`config.mk`:
```
export PLATFORM = sky130hd
export DESIGN_NAME = sync_fifo_flags
export DESIGN_NICKNAME = d
export VERILOG_FILES = /design/src/rtl/sync_fifo_pkg.sv /design/src/rtl/fifo_ram_2p.sv /design/src/rtl/sync_fifo_flags.sv
export SDC_FILE = /design/constraint.sdc
export NUM_CORES = 1
export LEC_CHECK = 0
export CAP_MARGIN = 5
export CORE_MARGIN = 2
export CORE_UTILIZATION = 67
export DETAILED_ROUTE_END_ITERATION = 16
export DONT_BUFFER_PORTS = 1
export PLACE_DENSITY = 0.95
export SYNTH_ARGS = -nofsm -noshare
export SYNTH_HDL_FRONTEND = slang
export SYNTH_HIERARCHICAL = 1
export SYNTH_SLANG_ARGS = --single-unit
```
`constraint.sdc`:
```
create_clock -name clk -period 3.6 [get_ports clk]
set_input_delay 0.36 -clock clk [delete_from_list [all_inputs] [get_ports clk]]
set_output_delay 0.36 -clock clk [all_outputs]
set_load 0.02 [all_outputs]
```
`src/rtl/sync_fifo_pkg.sv`:
```
// sync_fifo_pkg: read-mode constants and count-width helper for sync_fifo_flags
package sync_fifo_pkg;
  localparam int MODE_STD = 0;
  localparam int MODE_FWFT = 1;
  function automatic int cnt_w(input int aw);
    return aw + 1;
  endfunction
endpackage

```
`src/rtl/fifo_ram_2p.sv`:
```
// fifo_ram_2p: clocked-write, combinational-read two-port storage array
module fifo_ram_2p #(
  parameter int datawidth = 8,
  parameter int addr_width = 3
) (
  input  logic                  clk,
  input  logic                  we,
  input  logic [addr_width-1:0] waddr,
  input  logic [datawidth-1:0]  wdata,
  input  logic [addr_width-1:0] raddr,
  output logic [datawidth-1:0]  rdata
);
  logic [datawidth-1:0] mem [1 << addr_width];
  always_ff @(posedge clk)
    if (we) mem[waddr] <= wdata;
  assign rdata = mem[raddr];
endmodule

```
`src/rtl/sync_fifo_flags.sv`:
```
// sync_fifo_flags: single-clock FIFO with count, almost flags, sticky errors and std/FWFT read modes
module sync_fifo_flags #(
  parameter int datawidth = 8,
  parameter int addr_width = 3,
  parameter int fwft = 0,
  parameter int af_thresh = 6,
  parameter int ae_thresh = 1
) (
  input  logic                  clk,
  input  logic                  rst,
  input  logic                  clr,
  input  logic                  winc,
  input  logic [datawidth-1:0]  wdata,
  output logic                  wfull,
  output logic                  walmost_full,
  input  logic                  rinc,
  output logic [datawidth-1:0]  rdata,
  output logic                  rempty,
  output logic                  ralmost_empty,
  output logic [addr_width:0]   count,
  output logic                  overflow,
  output logic                  underflow
);
  import sync_fifo_pkg::*;
  localparam int cw = cnt_w(addr_width);
  localparam int depth = 1 << addr_width;
  localparam bit fw = (fwft == MODE_FWFT);
  logic [cw-1:0] wptr_q, wptr_d, rptr_q, rptr_d, count_q, count_d, ram_cnt;
  logic [datawidth-1:0] rdata_q, rdata_d, ram_rdata;
  logic valid_q, valid_d, overflow_q, overflow_d, underflow_q, underflow_d;
  logic wr, rd, pop_ram, bypass, we;
  fifo_ram_2p #(.datawidth(datawidth), .addr_width(addr_width)) u_ram (
    .clk   (clk),
    .we    (we),
    .waddr (wptr_q[addr_width-1:0]),
    .wdata (wdata),
    .raddr (rptr_q[addr_width-1:0]),
    .rdata (ram_rdata)
  );
  assign wfull = count_q == cw'(depth);
  assign walmost_full = count_q >= cw'(af_thresh);
  assign ralmost_empty = count_q <= cw'(ae_thresh);
  assign rempty = fw ? !valid_q : count_q == '0;
  assign count = count_q;
  assign rdata = rdata_q;
  assign overflow = overflow_q;
  assign underflow = underflow_q;
  always_comb begin
    wr = winc && !wfull && !clr;
    rd = rinc && !rempty && !clr;
    ram_cnt = count_q - cw'(valid_q);
    pop_ram = rd && ram_cnt != '0;
    bypass = fw && wr && (!valid_q || (rd && ram_cnt == '0));
    we = wr && !bypass;
    wptr_d = clr ? '0 : wptr_q + cw'(we);
    rptr_d = clr ? '0 : rptr_q + cw'(pop_ram);
    count_d = clr ? '0 : count_q + cw'(wr) - cw'(rd);
    rdata_d = pop_ram ? ram_rdata : bypass ? wdata : rdata_q;
    valid_d = !clr && fw && (bypass || pop_ram || (valid_q && !rd));
    overflow_d = !clr && (overflow_q || (winc && wfull));
    underflow_d = !clr && (underflow_q || (rinc && rempty));
  end
  always_ff @(posedge clk or posedge rst)
    if (rst) begin
      wptr_q <= '0;
      rptr_q <= '0;
      count_q <= '0;
      rdata_q <= '0;
      valid_q <= 1'b0;
      overflow_q <= 1'b0;
      underflow_q <= 1'b0;
    end else begin
      wptr_q <= wptr_d;
      rptr_q <= rptr_d;
      count_q <= count_d;
      rdata_q <= rdata_d;
      valid_q <= valid_d;
      overflow_q <= overflow_d;
      underflow_q <= underflow_d;
    end
endmodule

```
==> results summary <==
The number of buffer cells added on primary ports came out at 0. The worst register-to-register path has a setup slack of 610 ps. The proportion of power drawn by the clock network is 25.7%. The areal power density over the cells is approximately 630 nW/um^2. The horizontal extent of the die came out at 76.9 um. The worst setup path is launched from a flop. The maximum number of pins on one net before global-route repair is 21. Dividing the detail-routed wire length by the instance count gives 22.4 um.

The number of design rule violations left after detail routing is 0. The number of instances in the synthesized netlist came out at 187. The final worst clock skew came out at 10.0 ps.

The I/O pin total came out at 31. The sequential group share of total power is between 50% and 60%. The share of synthesized flip-flops with an asynchronous set or reset is a little under a quarter. The maximum buffer depth of the clock tree came out at 2. The total overflow reported by the global router is 0. The nature of the critical path endpoint is a flop.

The hold slack is 11.4 ps. The switching power as a share of total power came out at a little under 30%. The count of fill cells added during filler insertion is 287. TritonCTS built the clock tree. The part of the cycle the worst path needs is 83.1%. The global routing usage summed across all routing layers came out at 23.5%. For this run, the slowest stage of the critical path takes roughly 500 ps.

Across all setup checks in the final design, the least slack found is around 610 ps. The detailed-router iteration count before antenna repair is 4. IR analysis of the VDD net gives a maximum drop of approximately 420 uV. The number of flops mapped to enable cells by yosys came out at 64.

The sequential-to-total area share from yosys stat came out at between 60 and 70%. Routability-driven placement finished with a final weighted congestion of ~0.8. In the synthesized netlist the dominant register cell turns out to be sky130_fd_sc_hd__edfxtp_1. The number of buffers created by CTS is 9. The slew at the pin with the worst max-slew slack came out at 1030 ps.

The tree is rooted in a sky130_fd_sc_hd__clkbuf_8. The data arrival at the endpoint of the critical path came out at 3230 ps. The placed wire-length estimate is 4.05 mm.

Counting every net in the synthesized netlist gives between 200 and 250. The number of DRC markers after the initial detailed-route iteration is 180. For this configuration, the core starts out at a cell density of 69.7%. The library cell contributing the largest single delay on the critical path is sky130_fd_sc_hd__dfrtp_1.

The portion of total power attributed to combinational logic is 19.3%. The cell area that synthesis handed to floorplanning was 3560 sq um. During synthesis, Yosys emitted a total of 6 warnings.

The via count came out at about 1700. After clock tree synthesis, the setup repair step added 0 buffers. The total count of hold-check failures in the final report came to 0. Measured against its own limit, the worst slew margin works out to a little under a third.

In this run the core area contains 26 standard-cell rows. The post-layout minimum cycle time is 2990 ps. Post-CTS repair changed the size of 0 cells. The area occupied by multi-input gates is roughly 1100 sq um. The buffering stage count on the worst path with inverters included is 3. The detailed-route wire length is just over 6 mm. The number of violations of the max-capacitance limit came out at 0. The y dimension of the die came out at 76.9 um. The maximum achievable frequency is between 300 and 400 MHz. The fraction of final layout cells with drive strength greater than 1 came out at 20.0%.

The standby leakage power is 1.41 nW. The flow ran to the end, and the final reports show no timing, DRC or antenna violations. The antenna violation net count after detailed routing is 0. The average footprint of a synthesized cell is 19.0 sq um.

Setup repair after global routing left no endpoint under its margin. The flip-flop and latch area came out at 2420 sq um. The wire length of the first global-routing pass came out at 9.87 mm. The most numerous cell type found on the critical path is sky130_fd_sc_hd__ha_1. The total area inside the core boundary comes to 5110 sq um.

The total negative slack came out at 0 ps. The total number of clock tree sinks is 84. The worst setup slack after placement is 638 ps. The synthesized design spends more area on one cell type than any other, namely sky130_fd_sc_hd__edfxtp_1. The floorplan die area is 5920 sq um.

In this run the worst path has a maximum fanout of 4. The internal power summed over all cells came out at 1.70 mW. The top cell types in the final layout, fill and taps aside, are sky130_fd_sc_hd__edfxtp_1 (64), sky130_fd_sc_hd__dfrtp_1 (20), sky130_fd_sc_hd__mux4_1 (15), sky130_fd_sc_hd__nor2_1 (12), sky130_fd_sc_hd__ha_1 (12). The number of vias per cell came out at 6.23. Walking the worst path, the cells encountered are inv_1 -> ha_1 -> nor3b_1 -> buf_4 -> or3b_2 -> ha_1 -> inv_1 -> ha_1 -> fa_1 -> xnor2_1 -> nor2_1. The number of global-route vias before repair came out at 1825. The power after layout came out at 2.40 mW. 0 antenna diodes ended up in the layout. The clock-pin slew reported for the worst setup and hold paths after clock tree synthesis came out at 80 ps. The most common cell after layout, fill and taps aside is sky130_fd_sc_hd__edfxtp_1. The data required time of the critical path came out at 3830 ps. The number of setup violations in the final report came out at 0. Broken down by cell family, the worst path's largest delay share belongs to adder cells.

The initial antenna violation count was 0. The max-slew violation total from the final report came out at 0. The CTS H-tree depth is 3. After synthesis, the netlist uses 27 different library cells. The tightest min-delay check is of the in -> async type. Compared with the post-synthesis result, the final layout area differs by 7.69%. The proportion of netlist area held by the largest area contributor is 54.0%. In this run, synthesis produced a sequential element count of 84.

The post-layout utilization of the core is 75.1%. The clock latency reported for the late side of the worst-skew pair is roughly 350 ps. The post-cts hold buffer count is 0. By startpoint and endpoint, the worst setup path is classified as reg -> reg.

In the post-synthesis netlist, the biggest area contributors are sky130_fd_sc_hd__edfxtp_1 (54%), sky130_fd_sc_hd__dfrtp_1 (14%), sky130_fd_sc_hd__mux4_1 (11%). In this run the power spent charging and discharging nets is roughly 700 uW. At the end of the flow, the number of nets in the layout was 226.
==> worst register-to-register path, cell delays in order, from the launching register on <==
cell and delay, ps:
sky130_fd_sc_hd__dfrtp_1 500, sky130_fd_sc_hd__inv_1 160, sky130_fd_sc_hd__ha_1 220, sky130_fd_sc_hd__nor3b_1 150
sky130_fd_sc_hd__buf_4 190, sky130_fd_sc_hd__or3b_2 470, sky130_fd_sc_hd__ha_1 300, sky130_fd_sc_hd__inv_1 40
sky130_fd_sc_hd__ha_1 190, sky130_fd_sc_hd__fa_1 400, sky130_fd_sc_hd__xnor2_1 190, sky130_fd_sc_hd__nor2_1 70
==> power groups by stage <==
stage	combinational, mW	sequential, mW	clock, mW
2_1_floorplan	0.417	1.29	0
3_3_place_gp	0.420	1.33	0
3_5_place_dp	0.462	1.35	0
4_1_cts	0.464	1.33	0.625
5_1_grt	0.508	1.34	0.672
6_report	0.463	1.32	0.617
==> cells by family (layout without fill, tap and decap cells) <==
| family | after synthesis | after routing | synth area share [%] |
|---|---|---|---|
| adders and majority gates | 13 | 13 | 4.78 |
| buffers and inverters | 14 | 32 | 2.39 |
| muxes | 32 | 32 | 17.6 |
| and+or+nand+nor | 34 | 34 | 5.41 |
| AOI/OAI and AO/OA | 7 | 7 | 1.09 |
| DFF | 84 | 84 | 68.0 |
| xor gates and xnor gates | 3 | 3 | 0.738 |
==> registers in the layout (all words and copies together), names as in the netlist <==
register	cells
u_ram/mem	64
overflow	1
count	4
rptr_q	3
underflow	1
wptr_q	3
rdata	8
==> area by class of cell <==
class,instances,share of cell area [%]
repair buffers,9,1.76
well taps,70,2.28
multi-input cells,89,27.5
clock inverters,4,1.11
flip-flops and latches,84,63.1
clock buffers,12,3.52
inverters,7,0.685
==> cell usage after synthesis (3+ instances only) <==
library cell	instances
sky130_fd_sc_hd__xnor2_1	3
sky130_fd_sc_hd__mux2_2	8
sky130_fd_sc_hd__nand2_1	4
sky130_fd_sc_hd__a21oi_1	6
sky130_fd_sc_hd__mux4_1	15
sky130_fd_sc_hd__nor2b_1	6
sky130_fd_sc_hd__edfxtp_1	64
sky130_fd_sc_hd__mux2_4	8
sky130_fd_sc_hd__nor2_1	12
sky130_fd_sc_hd__inv_1	7
sky130_fd_sc_hd__ha_1	12
sky130_fd_sc_hd__nand2b_1	4
sky130_fd_sc_hd__dfrtp_1	20
==> final timing paths <==
path | startpoint | end | cells after the start
hold reg to reg | wptr_q[2]$_DFF_PP0_ | wptr_q[2]$_DFF_PP0_ | 2
max in group asynchronous | rst | rdata[4]$_DFFE_PP0P_ | 1
setup / recovery | count[2]$_DFF_PP0_ | count[2]$_DFF_PP0_ | 11
setup reg to reg | count[2]$_DFF_PP0_ | count[2]$_DFF_PP0_ | 11
hold / removal | rst | rdata[5]$_DFFE_PP0P_ | 1
min in group clk | clr | rptr_q[1]$_DFF_PP0_ | 1
==> per-layer routing <==
layer	GRT usage, %	wire length [um]	up-vias
met2	38.2	3170	59
met1	30.3	2500	885
met5	0	0	-
met3	8.00	369	14
met4	7.27	131	0
li1	-	-	754
==> stage by stage <==
step                cells  area (sq um)
floorplan             187          3560
global placement      259          3660
detailed placement    259          3660
CTS                   275          3840
global route          275          3840
finish                275          3840
Note: power is estimated with default switching activity, not from simulation.
